$ cat src/rtl/load_store_unit.sv
// Single-outstanding load/store unit: accepts one request, issues one memory access, returns
// one tagged response. Define LSU_BOUNDS_CHECK_EN to reject addresses >= MEM_BYTES.
module load_store_unit #(
  parameter int unsigned MEM_BYTES = 4096
) (
  input  logic        i_clk,
  input  logic        i_reset,
  // Request
  input  logic        i_req_valid,
  output logic        o_req_ready,
  input  logic        i_req_store,
  input  logic [1:0]  i_req_size,
  input  logic        i_req_signed,
  input  logic [31:0] i_req_addr,
  input  logic [31:0] i_req_wdata,
  input  logic [4:0]  i_req_tag,
  // Memory port
  output logic [31:0] o_mem_address,
  output logic [31:0] o_mem_wr_data,
  output logic [1:0]  o_mem_wr_mask,
  output logic [2:0]  o_mem_rd_mask,
  input  logic [31:0] i_mem_rd_data,
  // Response
  output logic        o_resp_valid,
  input  logic        i_resp_ready,
  output logic [31:0] o_resp_data,
  output logic [4:0]  o_resp_tag,
  output logic        o_resp_err,
  output logic [1:0]  o_resp_err_code
);

  localparam logic [1:0] SizeB = 2'd0;
  localparam logic [1:0] SizeH = 2'd1;
  localparam logic [1:0] SizeW = 2'd2;
  localparam logic [1:0] SizeBad = 2'd3;

  localparam logic [1:0] WrN = 2'd0;
  localparam logic [1:0] WrB = 2'd1;
  localparam logic [1:0] WrH = 2'd2;
  localparam logic [1:0] WrW = 2'd3;

  localparam logic [2:0] RdW  = 3'd0;
  localparam logic [2:0] RdHz = 3'd1;
  localparam logic [2:0] RdBz = 3'd2;
  localparam logic [2:0] RdHe = 3'd3;
  localparam logic [2:0] RdBe = 3'd4;
  localparam logic [2:0] RdXx = 3'd5;

  localparam logic [1:0] ErrNone  = 2'd0;
  localparam logic [1:0] ErrAlign = 2'd1;
  localparam logic [1:0] ErrRange = 2'd2;
  localparam logic [1:0] ErrSize  = 2'd3;

  typedef enum logic [1:0] {
    StIdle,
    StIssue,
    StWait,
    StResp
  } state_e;

  state_e      state_q, state_d;
  logic        store_q, store_d;
  logic [1:0]  size_q, size_d;
  logic        signed_q, signed_d;
  logic [4:0]  tag_q, tag_d;
  logic [1:0]  err_code_q, err_code_d;
  logic [31:0] mem_addr_q, mem_addr_d;
  logic [31:0] mem_wdata_q, mem_wdata_d;
  logic [31:0] resp_data_q, resp_data_d;
  logic [4:0]  resp_tag_q, resp_tag_d;
  logic        resp_err_q, resp_err_d;
  logic [1:0]  resp_code_q, resp_code_d;

  logic [1:0]  req_err_code;

  // Error classification in priority order: size, alignment, range.
  always_comb begin
    req_err_code = ErrNone;
    if (i_req_size == SizeBad) begin
      req_err_code = ErrSize;
    end else if ((i_req_size == SizeH && i_req_addr[0]) ||
                 (i_req_size == SizeW && i_req_addr[1:0] != 2'b00)) begin
      req_err_code = ErrAlign;
`ifdef LSU_BOUNDS_CHECK_EN
    end else if (i_req_addr >= 32'(MEM_BYTES)) begin
      req_err_code = ErrRange;
`endif
    end
  end

`ifndef LSU_BOUNDS_CHECK_EN
  logic unused_mem_bytes;
  assign unused_mem_bytes = ^32'(MEM_BYTES);
`endif

  always_comb begin
    state_d     = state_q;
    store_d     = store_q;
    size_d      = size_q;
    signed_d    = signed_q;
    tag_d       = tag_q;
    err_code_d  = err_code_q;
    mem_addr_d  = mem_addr_q;
    mem_wdata_d = mem_wdata_q;
    resp_data_d = resp_data_q;
    resp_tag_d  = resp_tag_q;
    resp_err_d  = resp_err_q;
    resp_code_d = resp_code_q;

    case (state_q)
      StIdle: begin
        if (i_req_valid) begin
          store_d    = i_req_store;
          size_d     = i_req_size;
          signed_d   = i_req_signed;
          tag_d      = i_req_tag;
          err_code_d = req_err_code;
          // Memory-side registers only move for requests that will really be issued.
          if (req_err_code == ErrNone) begin
            mem_addr_d  = i_req_addr;
            mem_wdata_d = i_req_wdata;
            state_d     = StIssue;
          end else begin
            // Errors skip ISSUE but take the WAIT slot, so no memory access happens.
            state_d = StWait;
          end
        end
      end
      StIssue: begin
        state_d = StWait;
      end
      StWait: begin
        resp_tag_d  = tag_q;
        resp_err_d  = (err_code_q != ErrNone);
        resp_code_d = err_code_q;
        resp_data_d = (store_q || err_code_q != ErrNone) ? 32'h0 : i_mem_rd_data;
        state_d     = StResp;
      end
      StResp: begin
        if (i_resp_ready) begin
          state_d = StIdle;
        end
      end
      default: begin
        state_d = StIdle;
      end
    endcase
  end

  // Reset low masks the strobes immediately, so an ISSUE cycle caught by reset never writes.
  always_comb begin
    o_mem_wr_mask = WrN;
    o_mem_rd_mask = RdXx;
    if (i_reset && state_q == StIssue) begin
      if (store_q) begin
        unique case (size_q)
          SizeB:   o_mem_wr_mask = WrB;
          SizeH:   o_mem_wr_mask = WrH;
          SizeW:   o_mem_wr_mask = WrW;
          default: o_mem_wr_mask = WrN;
        endcase
      end else begin
        unique case (size_q)
          SizeB:   o_mem_rd_mask = signed_q ? RdBe : RdBz;
          SizeH:   o_mem_rd_mask = signed_q ? RdHe : RdHz;
          SizeW:   o_mem_rd_mask = RdW;
          default: o_mem_rd_mask = RdXx;
        endcase
      end
    end
  end

  always_ff @(posedge i_clk) begin
    if (!i_reset) begin
      state_q     <= StIdle;
      store_q     <= 1'b0;
      size_q      <= 2'd0;
      signed_q    <= 1'b0;
      tag_q       <= 5'd0;
      err_code_q  <= ErrNone;
      mem_addr_q  <= 32'h0;
      mem_wdata_q <= 32'h0;
      resp_data_q <= 32'h0;
      resp_tag_q  <= 5'd0;
      resp_err_q  <= 1'b0;
      resp_code_q <= ErrNone;
    end else begin
      state_q     <= state_d;
      store_q     <= store_d;
      size_q      <= size_d;
      signed_q    <= signed_d;
      tag_q       <= tag_d;
      err_code_q  <= err_code_d;
      mem_addr_q  <= mem_addr_d;
      mem_wdata_q <= mem_wdata_d;
      resp_data_q <= resp_data_d;
      resp_tag_q  <= resp_tag_d;
      resp_err_q  <= resp_err_d;
      resp_code_q <= resp_code_d;
    end
  end

  assign o_req_ready     = (state_q == StIdle);
  assign o_resp_valid    = (state_q == StResp);
  assign o_resp_data     = resp_data_q;
  assign o_resp_tag      = resp_tag_q;
  assign o_resp_err      = resp_err_q;
  assign o_resp_err_code = resp_code_q;
  assign o_mem_address   = mem_addr_q;
  assign o_mem_wr_data   = mem_wdata_q;

endmodule
$ cat config.mk
export PLATFORM = sky130hd
export DESIGN_NAME = load_store_unit
export DESIGN_NICKNAME = d
export VERILOG_FILES = /design/src/rtl/load_store_unit.sv
export SDC_FILE = /design/constraint.sdc
export NUM_CORES = 1
export LEC_CHECK = 0
export ABC_AREA = 1
export BUFFER_PORTS_ARGS = -buffer_cell sky130_fd_sc_hd__buf_2
export CAP_MARGIN = 10
export CORE_MARGIN = 2
export CORE_UTILIZATION = 46
export CTS_CLUSTER_SIZE = 12
export DETAILED_ROUTE_END_ITERATION = 7
export GPL_ROUTABILITY_DRIVEN = 0
export PLACE_DENSITY = 0.78
export SLEW_MARGIN = 20
export SYNTH_ARGS = -nofsm -noshare
export SYNTH_HDL_FRONTEND = slang
export SYNTH_SLANG_ARGS = --single-unit
$ cat constraint.sdc
create_clock -name i_clk -period 1.73 [get_ports i_clk]
set_input_delay 0.0865 -clock i_clk [delete_from_list [all_inputs] [get_ports i_clk]]
set_output_delay 0.0865 -clock i_clk [all_outputs]
set_load 0.01 [all_outputs]
**After elaboration in Yosys (flattened, before gate mapping)**

Cells that the tools add are included.

- Register bits: 117
- Latch bits: 0
- RAM bits: 0
- Bits in read-only memories: 0
- Word-level logic and storage cells: 50
- Memories: 0

- $add $sub $neg: 0
- Multiply operators: 0
- Divide/modulo/power cells: 0
- $lt $le $gt $ge: 0
- Equality and inequality tests: 10
- Shifts and indexed selects: 0
- Muxes and demuxes: 15
- Bitwise operators: 0
- Reductions and logical operators: 13

Operator list:

| kind | number |
|---|---|
| $mux W32 | 1 |
| $mux W2 | 7 |
| $eq A2 B2 Y1 const B | 5 |
| $mux W3 | 3 |
| $pmux W3 S3 | 1 |
| $pmux W2 S4 | 1 |
| $eq A2 B1 Y1 const B | 3 |
| $logic_not A2 Y1 | 3 |
| $pmux W2 S3 | 1 |
| $reduce_and A2 Y1 | 2 |
| $reduce_bool A2 Y1 | 2 |
| $logic_and A1 B1 Y1 | 3 |
| $reduce_and A3 Y1 | 1 |
| $logic_or A1 B1 Y1 | 2 |
| $ne A2 B1 Y1 const B | 1 |
| $ne A2 B2 Y1 const B | 1 |
| $mux W1 | 1 |

**Longest topological paths before layout**

Gate-level depths: netlist (run 1).

- Word-level depth: 9
- Gate-level depth with buffers: 9

**Worst setup path after synthesis (run 1)**

OpenSTA, ideal clock, no wires.

- Kind: flip-flop to flip-flop
- From: register state_q[0]
- To: register mem_addr_q[21] (netlist: o_mem_address[21])
- Setup time: 115 ps
- Data arrival time: 1318 ps
- Required time: 1615 ps
- Slack: 297 ps
- Cell stages (with the launch flop): 10
- Path buffers: 2
- Period minus slack after synthesis: 1433 ps
- Cell sequence: dfxtp_1 > inv_1 > ha_1 > nand2_2 > inv_2 > buf_4 > buf_4 > nand3_1 > nand2_1 > nor2_1

- Word-level cells in the longest chain between the ends: 2

Ends and longest elaborated chain:

| element | RTL line | source |
|---|---|---|
| start, declared | 61 | `state_e state_q, state_d;` |
| start signal, assigned | 175 | `state_q <= StIdle;` |
| start signal, assigned | 188 | `state_q <= state_d;` |
| $logic_not A2 Y1 | -- |  |
| named net o_req_ready | 10 | `output logic o_req_ready,` |
| $reduce_and A3 Y1 (no line) | -- |  |
| end signal, assigned | 194 | `mem_addr_q <= mem_addr_d;` |
| end, declared | 67 | `logic [31:0] mem_addr_q, mem_addr_d;` |

The timed path passes the listed nets, and every way through them passes these cells.
A chain may end at the register's enable or synchronous reset.

**Worst setup path after layout (run 1)**

- From: register state_q[1]
- To: register mem_addr_q[20] (netlist: o_mem_address[20])

- Word-level cells in the longest chain between the ends: 2

Ends and longest elaborated chain:

| element | RTL line | source |
|---|---|---|
| $logic_not A2 Y1 | 110 | `case (state_q)` |
| $reduce_and A3 Y1 (no line) | -- |  |

No other way between the ends.

==> flow_summary.yaml, run 1 <==
synth:
  syn-num-nets: 809
  syn_area_per_cell_sq_um: 7.415
  post_synth_inst_count: 692
  postSynth.asyncResetShare: 0
  netlist_area_before_placement_sq_mm: 0.005131
  synth_warnings: 0
  synth.lib_cells_used.distinct: 22
  synthFlopType: "sky130_fd_sc_hd__dfxtp_1"
  ys_seq_elements: 117
  synth_common_cells: "151 x sky130_fd_sc_hd__nand2_1, 117 x sky130_fd_sc_hd__dfxtp_1, 105 x sky130_fd_sc_hd__a21oi_1"
  number_of_enable_flip_flop_cells_after_synthesis: 0
  synth_top_cells_by_area: "sky130_fd_sc_hd__dfxtp_1 46%, sky130_fd_sc_hd__nand2_1 11%, sky130_fd_sc_hd__a21oi_1 10%, sky130_fd_sc_hd__nor2_1 6.9%, sky130_fd_sc_hd__nand3_2 5.9%"
  dominant_cell_type_by_area_after_synthesis: "sky130_fd_sc_hd__dfxtp_1"
  share_of_the_yosys_chip_area_belonging_to_registers: 0.4565
  synthDominantCellAreaShare: 0.4565
  post-synth-top-count-cell: "sky130_fd_sc_hd__nand2_1"
hold_path:
  start_point_of_the_worst_hold_path: "i_reset"
  min_delay_path_depth: 3
  class_of_the_tightest_hold_or_removal_check: "primary input to register"
  holdPathEnd: "o_resp_data[0]"
worst_setup_path:
  critical_path_data_required_time_ns: 2.13
  worst-setup-path-type: "register to register"
  worstPathCellList: "inv_2, buf_4, ha_1, nand2_2, inv_4, buf_4, nand3_1, nand2_1, nor2_1"
  path_common_cell: "sky130_fd_sc_hd__buf_4"
  reg2reg_depth: 9
  worst_path_dominant_cell_family: "buffers and inverters"
  reg2reg_from: "state_q[1]"
  critPathSlowestCell: "sky130_fd_sc_hd__dfxtp_2"
  arrival_ns: 2.04
  crit_fanout: 25
  regToRegSetupSlack_ns: 0.09
  slowest_delay_ns: 0.32
  path_buf_inv: 4
  worst_r2r_endpoint: "o_mem_address[20]"
  endpoint_kind: "register"
  timing.critical_path.from_type: "register"
grt:
  grt_pass1_wl_um: 24980
  grt_antenna_before_repair: 0
  globalRoute.totalOverflow: 0
  via_count_of_the_first_global_routing_pass: 5467
  globalRouteTotalUtil: 0.2658
  grt_max_degree: 59
floorplan:
  placementRows: 38
  core-area_sq_mm: 0.01084
  die_h_um: 109.6
  die-width_um: 109.6
  pin_count: 220
  initial_core_util: 0.4733
  dieArea_sq_mm: 0.01202
routing:
  total_vias_in_the_final_route: 5663
  ant_nets: 0
  number_of_iterations_in_the_first_detailed_routing_pass: 6
  finalWirelength_um: 16320
  vias_per_cell: 4.903
  drt_drc_violations_left: 0
  wl_per_cell_um: 14.13
  drt_iter0_markers: 423
pwr:
  gate_power_share: 0.336
  power.density_mw_per_mm2: 1340
  switching_portion_of_total_power: 0.3453
  fin_total_pwr_mw: 10.69
  internal-power_mw: 6.997
  pwr-share-clk: 0.324
  power.static_leakage_nw: 3.967
  seqPwrFrac: 0.340
  total_switching_power_mw: 3.690
  worst_vdd_rail_ir_drop_mv: 0.9277
place:
  detailed_place_hpwl_um: 8930
  placedInstanceArea_sq_mm: 0.006284
  placement.setup.worst_slack_ns: 0.2061
  port_buffers: 219
  placedCellCount: 1016
timing:
  hold_violations: 0
  hold_ws_ns: 0.02333
  unrepaired_setup_endpoints_after_global_routing: "false"
  final_period_minus_worst_setup_slack_ns: 1.635
  fin_setup_tns_ns: 0
  timing.max_slew.rel_slack: 0.6508
  post-route-worst-setup-slack_ns: 0.09461
  worst_skew_ns: 0.007660
  worstMarginPinSlew_ns: 0.5237
  max_freq_ghz: 0.6115
  slew_viol_final: 0
  setup_violations: 0
  final_min_period_over_clock_period: 0.9453
layout:
  finish.utilization: 0.7357
  fillers: 764
  finish.net_count: 1119
  layout.cells.non_filler: 1155
  areaGrowthSynthToFinish_pct: 55.43
  regArea_sq_mm: 0.002346
  share_of_layout_cells_above_drive_strength_1: 0.3054
  diodes: 0
  multi_input_comb_area_sq_mm: 0.002195
  design_area_sq_mm: 0.007975
cts:
  cts_buffers: 17
  worstSkewPairLatency_ns: 0.51
  cts-root-buf: "sky130_fd_sc_hd__clkbuf_8"
  clkSinkCount: 117
  count_of_h_tree_levels_built_during_cts: 4
  tritoncts: "done"
  clk_pin_slew_ns: 0.06
  cts.path.max_buffers: 2
run:
  drv.max_cap_violation_count: 0
status:
  run_status: "finished clean"
-- layout by cell type, fill, tap and decap left out --
master                            n
sky130_fd_sc_hd__clkinv_1         1
sky130_fd_sc_hd__dfxtp_2          3
sky130_fd_sc_hd__buf_4            9
sky130_fd_sc_hd__nor3_4           1
sky130_fd_sc_hd__ha_2             1
sky130_fd_sc_hd__nand2_4          2
sky130_fd_sc_hd__bufinv_16        3
sky130_fd_sc_hd__a21boi_2         1
sky130_fd_sc_hd__clkinv_2         4
sky130_fd_sc_hd__ha_1             6
sky130_fd_sc_hd__buf_2          219
sky130_fd_sc_hd__clkbuf_8         2
sky130_fd_sc_hd__nand3_2         30
sky130_fd_sc_hd__clkbuf_16       16
sky130_fd_sc_hd__buf_12           8
sky130_fd_sc_hd__nand2_2          1
sky130_fd_sc_hd__inv_4            1
sky130_fd_sc_hd__nor2_4           1
sky130_fd_sc_hd__dfxtp_1        114
sky130_fd_sc_hd__dlygate4sd3_1  105
sky130_fd_sc_hd__inv_2            1
sky130_fd_sc_hd__clkbuf_1         1
sky130_fd_sc_hd__o21ai_0         17
sky130_fd_sc_hd__a21oi_1        105
sky130_fd_sc_hd__nor2_1          94
sky130_fd_sc_hd__inv_1           75
sky130_fd_sc_hd__o21ai_1          1
sky130_fd_sc_hd__clkinvlp_4       4
sky130_fd_sc_hd__nand2_1        150
sky130_fd_sc_hd__nand3_1         36
sky130_fd_sc_hd__ha_4             1
sky130_fd_sc_hd__clkinv_4         2
-- worst reg2reg max path: stages (launching register included) --
cell and delay (ns):
sky130_fd_sc_hd__dfxtp_2 0.32, sky130_fd_sc_hd__inv_2 0.07, sky130_fd_sc_hd__buf_4 0.11, sky130_fd_sc_hd__ha_1 0.23
sky130_fd_sc_hd__nand2_2 0.10, sky130_fd_sc_hd__inv_4 0.10, sky130_fd_sc_hd__buf_4 0.31, sky130_fd_sc_hd__nand3_1 0.15
sky130_fd_sc_hd__nand2_1 0.09, sky130_fd_sc_hd__nor2_1 0.05
-- cell type report --
type	count	area share
Clock inverter	13	0.01977
Timing Repair Buffer	341	0.2978
Sequential cell	117	0.2942
Tap cell	140	0.02196
Clock buffer	19	0.05413
Inverter	78	0.03703
Multi-Input combinational cell	447	0.2752
-- state kept, by name, summed over array words and instances (netlist names) --
register         flops
tag_q                5
o_resp_data         32
o_mem_address       32
signed_q             1
size_q               2
o_resp_err           1
o_resp_tag           5
store_q              1
o_resp_err_code      2
state_q              2
o_mem_wr_data       32
err_code_q           2
-- worst max-delay path by stage --
stage                     startpoint           endpoint  cells after the start
after CTS                 state_q[1]   o_mem_rd_mask[1]                      6
after detailed placement  state_q[0]  o_mem_address[20]                      8
after global placement    state_q[0]  o_mem_address[20]                      8
after floorplan           state_q[0]  o_mem_address[21]                      9
final                     state_q[1]  o_mem_address[20]                      9
after global routing      state_q[1]   o_mem_rd_mask[1]                      6
-- logic make-up after synthesis --
family | after synthesis | synth area share
adders and majority gates | 8 | 0.01951
buffers and inverters | 128 | 0.1231
AOI/OAI and AO/OA | 124 | 0.1214
DFF | 117 | 0.4565
and+or+nand+nor | 315 | 0.2794
-- power by group through the flow --
stage | logic (mW) | clock network (mW) | registers (mW)
finish | 3.59 | 3.46 | 3.64
global route | 3.98 | 3.64 | 3.70
CTS | 3.49 | 3.50 | 3.61
detailed placement | 3.25 | 0 | 3.65
global placement | 3.22 | 0 | 3.63
floorplan | 1.94 | 0 | 3.87
-- metal layers --
| layer | routed length (um) | vias up | global-route usage |
|---|---|---|---|
| li1 | - | 2785 | - |
| met1 | 6442 | 2566 | 0.2882 |
| met2 | 7717 | 258 | 0.4502 |
| met3 | 1582 | 54 | 0.1014 |
| met4 | 579 | 0 | 0.1374 |
| met5 | 0 | - | 0 |
-- repair_timing --
action	4_1_cts	5_1_grt
setup buffers	2	0
cloned	0	0
pin swaps	1	1
endpoints found under the hold margin	106	0
endpoints found under the setup margin	1	4
gates resized for setup	7	5
hold buffers	105	0
No activity file was read; power rests on OpenSTA's default activity.
==> run 2, diff against run 1 <==
CORE_UTILIZATION = 43   (was 46)
MAX_ROUTING_LAYER = met4   (was not set)
PLACE_DENSITY = 0.76   (was 0.78)
clock period = 1.5 ns   (was 1.73 ns; I/O delays follow)
==> run 2 against run 1 <==
Global-route usage fell by 0.52 points. Clock skew fell by 0.0014 ns. The run now ends with DRC, setup timing left. Critical endpoint is now o_mem_rd_mask[1]. Critical path type is now register to output port. Clock power rose by 24%. First-iteration DRC count rose by 44%. Via count rose by 0.35%.
==> flow_summary.yaml, run 2 (same netlist as run 1, synthesis figures left out) <==
timing:
  final_min_period_over_clock_period: 1.027
  unrepaired_setup_endpoints_after_global_routing: "true"
  hold_violations: 0
  worstMarginPinSlew_ns: 0.3514
  slew_viol_final: 0
  worst_skew_ns: 0.006283
  post-route-worst-setup-slack_ns: -0.04049
  max_freq_ghz: 0.6491
  setup_violations: 3
  final_period_minus_worst_setup_slack_ns: 1.540
  hold_ws_ns: 0.02162
  timing.max_slew.rel_slack: 0.7657
cts:
  count_of_h_tree_levels_built_during_cts: 4
  cts-root-buf: "sky130_fd_sc_hd__clkbuf_16"
  tritoncts: "done"
  clk_pin_slew_ns: 0.05
  clkSinkCount: 117
  cts_buffers: 17
  cts.path.max_buffers: 2
  worstSkewPairLatency_ns: 0.41
layout:
  design_area_sq_mm: 0.008225
  diodes: 0
  final_common_cell: "sky130_fd_sc_hd__buf_2"
  areaGrowthSynthToFinish_pct: 60.30
  fillers: 825
  share_of_layout_cells_above_drive_strength_1: 0.3330
  most-common-layout-cells: "219 x sky130_fd_sc_hd__buf_2, 149 x sky130_fd_sc_hd__nand2_1, 113 x sky130_fd_sc_hd__dfxtp_1"
  finish.net_count: 1128
routing:
  wl_per_cell_um: 14.26
  total_vias_in_the_final_route: 5683
  number_of_iterations_in_the_first_detailed_routing_pass: 8
  ant_nets: 0
  vias_per_cell: 4.870
  drt_drc_violations_left: 18
  finalWirelength_um: 16640
  drt_iter0_markers: 609
worst_setup_path:
  timing.critical_path.from_type: "register"
  endpoint_kind: "output port"
  crit_fanout: 4
  reg2reg_from: "state_q[0]"
  worst-setup-path-type: "register to output port"
  critical_path_data_required_time_ns: 1.42
  arrival_ns: 1.47
  critPathLaunch: "size_q[1]"
place:
  detailed_place_hpwl_um: 9244
  placedInstanceArea_sq_mm: 0.006337
  port_buffers: 219
floorplan:
  initial_core_util: 0.4456
  placementRows: 39
  core-area_sq_mm: 0.01152
  dieArea_sq_mm: 0.01282
  die_h_um: 113.2
  pin_count: 220
  die-width_um: 113.2
grt:
  grt_max_degree: 55
  via_count_of_the_first_global_routing_pass: 5415
  grt_pass1_wl_um: 25810
  globalRouteTotalUtil: 0.2606
  grt_antenna_before_repair: 0
  globalRoute.totalOverflow: 0
pwr:
  power.density_mw_per_mm2: 1612
  fin_total_pwr_mw: 13.26
  worst_vdd_rail_ir_drop_mv: 0.9754
  power.static_leakage_nw: 4.085
hold_path:
  class_of_the_tightest_hold_or_removal_check: "primary input to register"
  start_point_of_the_worst_hold_path: "i_req_addr[16]"
status:
  run_status: "finished with violations"
  failing_checks: "DRC, setup timing"
run:
  drv.max_cap_violation_count: 0
-- run 2: changes by cell type in the layout (fill, tap and decap cells not counted), moves of 5 or more --
cell	previous run	this run
sky130_fd_sc_hd__buf_4	9	18
sky130_fd_sc_hd__a21oi_1	105	98
sky130_fd_sc_hd__a21oi_2	0	7
sky130_fd_sc_hd__dlygate4sd3_1	105	99
sky130_fd_sc_hd__clkbuf_8	2	7
-- run 2: what timing repair did --
item | in CTS | in global routing
hold endpoints to repair | 99 | 0
hold buffers | 99 | 0
pin swaps | 1 | 3
gates cloned | 0 | 2
resized for setup | 10 | 29
setup buffers | 4 | 6
setup endpoints to repair | 5 | 95
-- run 2: per-layer routing --
| metal | track usage | routed length [um] |
|---|---|---|
| met4 | 0.1089 | 377 |
| met3 | 0.07017 | 1347 |
| met5 | - | 0 |
| met1 | 0.2927 | 6601 |
| met2 | 0.4387 | 8316 |
-- run 2: area by class of cell --
| type | instances | area [sq um] | share of cell area |
|---|---|---|---|
| clock buffers | 24 | 521.8 | 0.06343 |
| clock inverters | 8 | 117.6 | 0.01430 |
| inverters | 78 | 305.3 | 0.03712 |
| multi-input cells | 447 | 2266 | 0.2755 |
| flip-flops and latches | 117 | 2350 | 0.2857 |
| well taps | 143 | 178.9 | 0.02175 |
| repair buffers | 349 | 2477 | 0.3012 |
| repair inverters | 1 | 8.758 | 0.001065 |
-- run 2: through the flow --
step                setup TNS (ns)  std cells    util  setup WS (ns)
floorplan                        0        692       -        0.06748
global placement                 0       1024  0.5503         0.1100
detailed placement               0       1024  0.5503        0.07196
CTS                        -0.1766       1159  0.6967       -0.06745
global route               -0.3727       1167  0.7143        -0.1004
finish                    -0.09298       1167  0.7143       -0.04049
-- run 2: where the power goes --
part	internal, mW	switching [mW]
registers	3.81	0.404
logic	2.09	2.65
clock network	2.91	1.39
-- run 2: path summary, 6_finish.rpt --
check                                          to  slack [ns]  cells after the start
worst max-delay path             o_mem_rd_mask[1]       -0.04                      4
worst min-delay path            o_mem_address[16]        0.02                      5
worst max register to register    o_resp_data[18]        0.04                      7
worst min register to register     o_resp_data[1]        0.46                      2
-- run 2: critical path, stage by stage (launching register included) --
cell	delay [ns]
sky130_fd_sc_hd__dfxtp_4	0.35
sky130_fd_sc_hd__ha_2	0.19
sky130_fd_sc_hd__nor3_4	0.19
sky130_fd_sc_hd__a21boi_2	0.19
sky130_fd_sc_hd__buf_2	0.14
